--- src/rtl/vga_timing_pkg.sv ---
// Shared VGA raster types and default 640x480@60 timing, also used by color_mapper.
package vga_timing_pkg;
  typedef logic [9:0] coord_t;

  localparam int unsigned DEF_CLK_DIV   = 2;
  localparam int unsigned DEF_H_VISIBLE = 640;
  localparam int unsigned DEF_H_FRONT   = 16;
  localparam int unsigned DEF_H_SYNC    = 96;
  localparam int unsigned DEF_H_BACK    = 48;
  localparam int unsigned DEF_V_VISIBLE = 480;
  localparam int unsigned DEF_V_FRONT   = 10;
  localparam int unsigned DEF_V_SYNC    = 2;
  localparam int unsigned DEF_V_BACK    = 33;

  function automatic int unsigned timing_total(input int unsigned visible, front, sync_w, back);
    return visible + front + sync_w + back;
  endfunction
endpackage

--- src/rtl/pixel_ce_div.sv ---
// Clock divider: wrap is the combinational last-cycle flag, pixel_ce its registered copy.
module pixel_ce_div #(
  parameter int unsigned CLK_DIV = 2
) (
  input  logic clk,
  input  logic rst,
  output logic wrap,
  output logic pixel_ce
);
  localparam int unsigned DW = (CLK_DIV > 1) ? $clog2(CLK_DIV) : 1;
  localparam logic [DW-1:0] LAST = DW'(CLK_DIV - 1);

  if (CLK_DIV < 1) begin : g_bad_div
    $error("pixel_ce_div: CLK_DIV must be >= 1");
  end

  logic [DW-1:0] div;

  assign wrap = (div == LAST);

  always_ff @(posedge clk or posedge rst) begin
    if (rst) begin
      div      <= '0;
      pixel_ce <= 1'b0;
    end else begin
      div      <= wrap ? '0 : div + DW'(1);
      pixel_ce <= wrap;
    end
  end
endmodule

--- src/rtl/vga_timing_gen.sv ---
// VGA raster timing: pixel counters plus sync/blank/frame_tick registered from the
// next counter values so every output changes on the same Clk edge.
module vga_timing_gen
  import vga_timing_pkg::*;
#(
  parameter int unsigned CLK_DIV   = DEF_CLK_DIV,
  parameter int unsigned H_VISIBLE = DEF_H_VISIBLE,
  parameter int unsigned H_FRONT   = DEF_H_FRONT,
  parameter int unsigned H_SYNC    = DEF_H_SYNC,
  parameter int unsigned H_BACK    = DEF_H_BACK,
  parameter int unsigned V_VISIBLE = DEF_V_VISIBLE,
  parameter int unsigned V_FRONT   = DEF_V_FRONT,
  parameter int unsigned V_SYNC    = DEF_V_SYNC,
  parameter int unsigned V_BACK    = DEF_V_BACK
) (
  input  logic   Clk,
  input  logic   Reset,
  output logic   pixel_ce,
  output coord_t DrawX,
  output coord_t DrawY,
  output logic   hs,
  output logic   vs,
  output logic   blank,
  output logic   sync,
  output logic   frame_tick
);
  localparam int unsigned H_TOTAL = timing_total(H_VISIBLE, H_FRONT, H_SYNC, H_BACK);
  localparam int unsigned V_TOTAL = timing_total(V_VISIBLE, V_FRONT, V_SYNC, V_BACK);

  if (H_TOTAL > 1024 || V_TOTAL > 1024) begin : g_bad_total
    $error("vga_timing_gen: H_TOTAL and V_TOTAL must be <= 1024");
  end

  localparam coord_t H_LAST = coord_t'(H_TOTAL - 1);
  localparam coord_t V_LAST = coord_t'(V_TOTAL - 1);
  localparam coord_t V_TICK = coord_t'(V_VISIBLE);
  // Sync bounds kept as int so an end bound of 1024 cannot alias to 0.
  localparam int HS_START = int'(H_VISIBLE + H_FRONT);
  localparam int HS_END   = int'(H_VISIBLE + H_FRONT + H_SYNC);
  localparam int VS_START = int'(V_VISIBLE + V_FRONT);
  localparam int VS_END   = int'(V_VISIBLE + V_FRONT + V_SYNC);
  localparam int H_VIS_I  = int'(H_VISIBLE);
  localparam int V_VIS_I  = int'(V_VISIBLE);

  logic   wrap;
  coord_t next_x, next_y;

  pixel_ce_div #(.CLK_DIV(CLK_DIV)) u_div (
    .clk      (Clk),
    .rst      (Reset),
    .wrap     (wrap),
    .pixel_ce (pixel_ce)
  );

  always_comb begin
    next_x = DrawX;
    next_y = DrawY;
    if (wrap) begin
      if (DrawX == H_LAST) begin
        next_x = '0;
        next_y = (DrawY == V_LAST) ? '0 : DrawY + coord_t'(1);
      end else begin
        next_x = DrawX + coord_t'(1);
      end
    end
  end

  always_ff @(posedge Clk or posedge Reset) begin
    if (Reset) begin
      DrawX      <= '0;
      DrawY      <= '0;
      hs         <= 1'b1;
      vs         <= 1'b1;
      blank      <= 1'b1;
      frame_tick <= 1'b0;
    end else begin
      DrawX      <= next_x;
      DrawY      <= next_y;
      hs         <= !(int'(next_x) >= HS_START && int'(next_x) < HS_END);
      vs         <= !(int'(next_y) >= VS_START && int'(next_y) < VS_END);
      blank      <= (int'(next_x) < H_VIS_I) && (int'(next_y) < V_VIS_I);
      // Only a pixel advance can land on (0,V_VISIBLE), so this fires once per frame.
      frame_tick <= wrap && (next_x == '0) && (next_y == V_TICK);
    end
  end

  assign sync = 1'b0;
endmodule

--- config.mk ---
export PLATFORM = sky130hd
export DESIGN_NAME = vga_timing_gen
export DESIGN_NICKNAME = d
export VERILOG_FILES = /design/src/rtl/vga_timing_pkg.sv /design/src/rtl/pixel_ce_div.sv /design/src/rtl/vga_timing_gen.sv
export SDC_FILE = /design/constraint.sdc
export NUM_CORES = 1
export LEC_CHECK = 0
export BUFFER_PORTS_ARGS = -buffer_cell sky130_fd_sc_hd__buf_2
export CAP_MARGIN = 20
export CORE_UTILIZATION = 45
export DETAILED_ROUTE_END_ITERATION = 10
export PLACE_DENSITY = 0.67
export SYNTH_ARGS = -nofsm -noshare
export SYNTH_HDL_FRONTEND = slang
export SYNTH_SLANG_ARGS = --single-unit
--- constraint.sdc ---
create_clock -name Clk -period 6.8 [get_ports Clk]
set_input_delay 1.02 -clock Clk [delete_from_list [all_inputs] [get_ports Clk]]
set_output_delay 1.02 -clock Clk [all_outputs]
set_load 0.02 [all_outputs]
# Word-level counts from Yosys, hierarchy flattened
# Cells that the tools add are included.
# word_totals
register_bits,26
inputBits,2
output_inout_bits,26
wordCells,34
# op_classes
addsub,3
n_lt_le_gt_ge,6
eq_ne,3
n_mux,6
n_reduce_logical,8
# ops
operator,count
$mux 10,5
$add 10x1->10 const B,2
$eq 10x10->1 const B,2
$lt 10x10->1 const B,2
$lt 10x9->1 const B,2
$eq 10x9->1 const B,1
$ge 10x10->1 const B,1
$ge 10x9->1 const B,1
$logic_not 10->1,1
$logic_and 1x1->1,5
$logic_not 1->1,2
$add 1x1->1 const B,1
$mux 1,1

# Longest topological paths before layout
# logic_depth
word_depth,7
mapped_depth,8
mapped_depth_nobuf,8

# Hierarchy
# Synthesis repeated with hierarchy kept, for this count alone.
# unflattened
hier_cells,160
hier_area_um2,1541.5
# by_module_without_submodules
module,instances,cells_each,area_each_um2,seq_area_each_um2
vga_timing_gen,1,156,1483.9,604.3
pixel_ce_div,1,4,57.6,50.0

# Worst setup path after synthesis
# Ideal clock, no wire load.
# synth_path
kind,reg-to-reg
startpoint,register DrawX[1]
endpoint,register frame_tick
setup_time_ns,0.096
t_arrival_ns,2.216
required_time_ns,6.704
setup_slack_ns,4.488
path_stages_with_launch,8
n_path_buf,0
period_less_slack_ns,2.312
path_cell_list,dfrtp_1 > ha_1 > nand4_2 > nor2_1 > xnor2_1 > or3_1 > or4_1 > nor4_2
# synth_via
elab_chain_len,6
word_cells_on_any_way,10
cone_classes,add/sub: 1; eq/ne: 2; mux: 4; reduce/logical: 3
# synth_lines
item,line_no,text
from (decl),vga_timing_gen.sv:19,"output coord_t DrawX,"
from (signal assigned),vga_timing_gen.sv:77,DrawX <= next_x;
$add 10x1->10 or $eq 10x10->1 (tied branches),"vga_timing_gen.sv:63, vga_timing_gen.sv:59",
$mux 10 *,vga_timing_gen.sv:59,if (DrawX == H_LAST) begin
$mux 10 *,vga_timing_gen.sv:58,if (wrap) begin
via next_x[6],vga_timing_gen.sv:46,"coord_t next_x, next_y;"
$logic_not 10->1 *,vga_timing_gen.sv:83,frame_tick <= wrap && (next_x == '0) && (next_y == V_TICK);
$logic_and 1x1->1 * (2 in a row),vga_timing_gen.sv:83,
to (signal assigned),vga_timing_gen.sv:83,
to (decl),vga_timing_gen.sv:25,output logic frame_tick
# The timed path passes the listed nets; every way through them passes the cells marked *.

# Worst setup path in the final report
# layout_path
startpoint,register DrawX[4]
endpoint,register frame_tick
# The elaborated chain is that of the path after synthesis.

==> out/qor.yml <==
nFillCells: 311
setup_viol: 0
p_int_w: 0.0001893
yosysWarnings: 0
cts_tree: "built"
insertedDiodeCount: 0
synth.top_cell.area_share_pct: 36.71
switchingPower_w: 0.00004935
grt_max_degree: 27
slowest_stage: "dfrtp_1"
yosysUniqueCellTypes: 47
hp-class: "register to register"
drtIter0Drc: 47
slew_headroom_pct: 51.68
synth.area.top_cells: "dfrtp_1 37%, dfstp_2 5.0%, xnor2_1 5.0%"
grtUsageTotal_pct: 18.80
htreeDepth: 1
vias: 1356
worst_setup_path_end_kind: "register"
io_pins: 28
drv_cap: 0
dieArea_um2: 3724
synth_area_leader_cell: "dfrtp_1"
vias_per_cell: 5.770
skew_ps: 7.262
cts_root_buf: "clkbuf_4"
wl_per_cell_um: 13.89
cts.repair.resized: 0
finalCriticalPeriod_ps: 2579
crit_chain: "or4b_4 -> nor3_4 -> nor2_1 -> or4_1 -> nor4_2"
coreArea_um2: 3337
cts_made_buffers: 3
grt_antenna_before_repair: 0
synth_common_cells: "23 x dfrtp_1, 14 x nand2_1, 14 x nor2_1"
first_pass_iters: 4
p_seq_share_pct: 64.9
max-vdd-ir-drop_v: 0.00006001
synthesis.nets: 175
timing.fmax_ghz: 0.3878
gp_congestion: 0.9096
drive_above_1_share_pct: 22.22
final-hold-violation-count: 0
synth_cells: 170
synth-main-ff-cell: "dfrtp_1"
grt_pass1_vias: 1087
grt_first_pass_wirelength_mm: 5.223
slowest_delay_ps: 580
die_h_um: 61.03
synth_edf_count: 0
grt_setup_unrepaired: "false"
clk_latency_ps: 320
tightest_slew_ps: 714.7
power.leakage_nw: 0.7787
multi_input_comb_area_um2: 829.5
arrival_ps: 2810
postLayoutCoreUtil_pct: 52.91
finalWirelength_mm: 3.265
outcome: "finished, final reports clean"
synth_most_common_cell: "dfrtp_1"
area_growth_pct: 12.61
port_buffers: 26
layout.nets: 195
switching_share_pct: 20.68
synth_async_sr_flop_share_pct: 100.0
power_frac_clock_pct: 32.8
p_comb_share_pct: 2.4
ant_nets: 0
avgSynthCellArea_um2: 9.222
finalMaxSlewViolations: 0
clk_pin_slew_ps: 140
clock_sinks: 26
clk_path_buf_depth: 2
rows: 21
ys_seq_area_share_pct: 41.74
crit_path_start_kind: "register"
drc: 0
p_per_area_nw_per_um2: 135.2
initial_core_util_pct: 46.98
worstPathMaxFanout: 15
critPathKind: "register to register"
ys_ff_latch: 26
grt.overflow.total: 0
critPathRequiredTime_ps: 7030
dp_hpwl_mm: 2.361
synth_area_um2: 1568
die_w_um: 61.03
fin_tns_setup_ps: 0
hold_buffers: 0
final.period_utilization_pct: 37.92
post_cts_buffers: 0
regArea_um2: 654.4
==> cell type report <==
class,instances,share of cell area [%]
clock buffers,4,2.055
inverters,8,1.701
multi-input cells,124,46.99
flip-flops and latches,26,37.07
well taps,46,3.260
repair buffers,27,8.930
==> kinds of logic after synthesis <==
group / Yosys count / synth area share (%)
AO/OA/AOI/OAI: 32 / 13.49
XOR/XNOR: 15 / 8.380
adder cells (fa/ha/maj): 3 / 2.395
buffers and inverters: 20 / 5.348
flip-flops: 26 / 41.74
multiplexers: 2 / 1.357
other: 1 / 0.2392
AND/OR/NAND/NOR: 71 / 27.06
==> worst paths after layout <==
kind | startpoint | to | slack (ps) | cells past startpoint
hold reg to reg | DrawY[6] | DrawY[6] | 600 | 1
hold / removal | DrawY[6] | DrawY[6] | 600 | 1
setup / recovery | DrawX[4] | frame_tick | 4220 | 5
min in group asynchronous | Reset | DrawY[5] | 630 | 2
setup reg to reg | DrawX[4] | frame_tick | 4220 | 5
max in group asynchronous | Reset | vs | 5680 | 3
==> layer usage <==
| metal | up-vias | part of all wire [%] | GRT usage [%] |
|---|---|---|---|
| met3 | 2 | 4.6 | 2.521 |
| met1 | 658 | 51 | 30.05 |
| li1 | 652 | - | - |
| met2 | 44 | 44 | 25.62 |
| met5 | - | 0 | 0 |
| met4 | 0 | 0.67 | 6.494 |
==> layout by cell type, fill, tap and decap left out, types with 2 or more instances in the layout <==
master     n
nor4b_1    2
dfrtp_1   23
nand3b_1   3
inv_1      8
and3_1     2
or4b_4     2
clkbuf_4   3
a21oi_1    5
or3_1      2
buf_2     26
a22o_1     2
o21ai_0    6
xnor2_1    9
nor2_1    14
nor3_1     7
xor2_1     6
nand4_1    6
dfstp_2    3
nand3_1    8
nand2_1   14
a21o_1     3
a31oi_1    4
a22oi_1    2
and4_1     2
ha_1       3
o22ai_1    2
==> worst max-delay path, delay by kind of cell (launching register included) <==
family,cells,cell delay (ps)
flops,1,580
simple gates,5,1900
==> stage by stage <==
stage | std cells | hold WS, ps | total power, W | setup WS, ps | cell area, µm²
after floorplan | 170 | 348.7 | 0.0001608 | 4488 | 1568
after global placement | 230 | 558.1 | 0.0001614 | 4358 | 1702
after detailed placement | 230 | 569.2 | 0.0001615 | 4262 | 1702
after CTS | 234 | 592.5 | 0.0002413 | 4236 | 1738
after global routing | 235 | 615.1 | 0.0002499 | 4041 | 1765
final | 235 | 595.6 | 0.0002386 | 4221 | 1765
==> power groups by stage <==
stage | Clock [W] | Combinational [W] | Sequential [W]
CTS | 0.0000826 | 0.00000393 | 0.000155
floorplan | 0 | 0.00000320 | 0.000158
global placement | 0 | 0.00000388 | 0.000158
detailed placement | 0 | 0.00000393 | 0.000158
finish | 0.0000782 | 0.00000564 | 0.000155
global route | 0.0000884 | 0.00000665 | 0.000155
==> state kept, by name (all words and copies together) (netlist names) <==
signal and cells:
blank 1, hs 1, u_div.pixel_ce 1, DrawX 10, frame_tick 1, vs 1, DrawY 10, u_div.wrap 1
No activity file was read; power rests on OpenSTA's default activity.
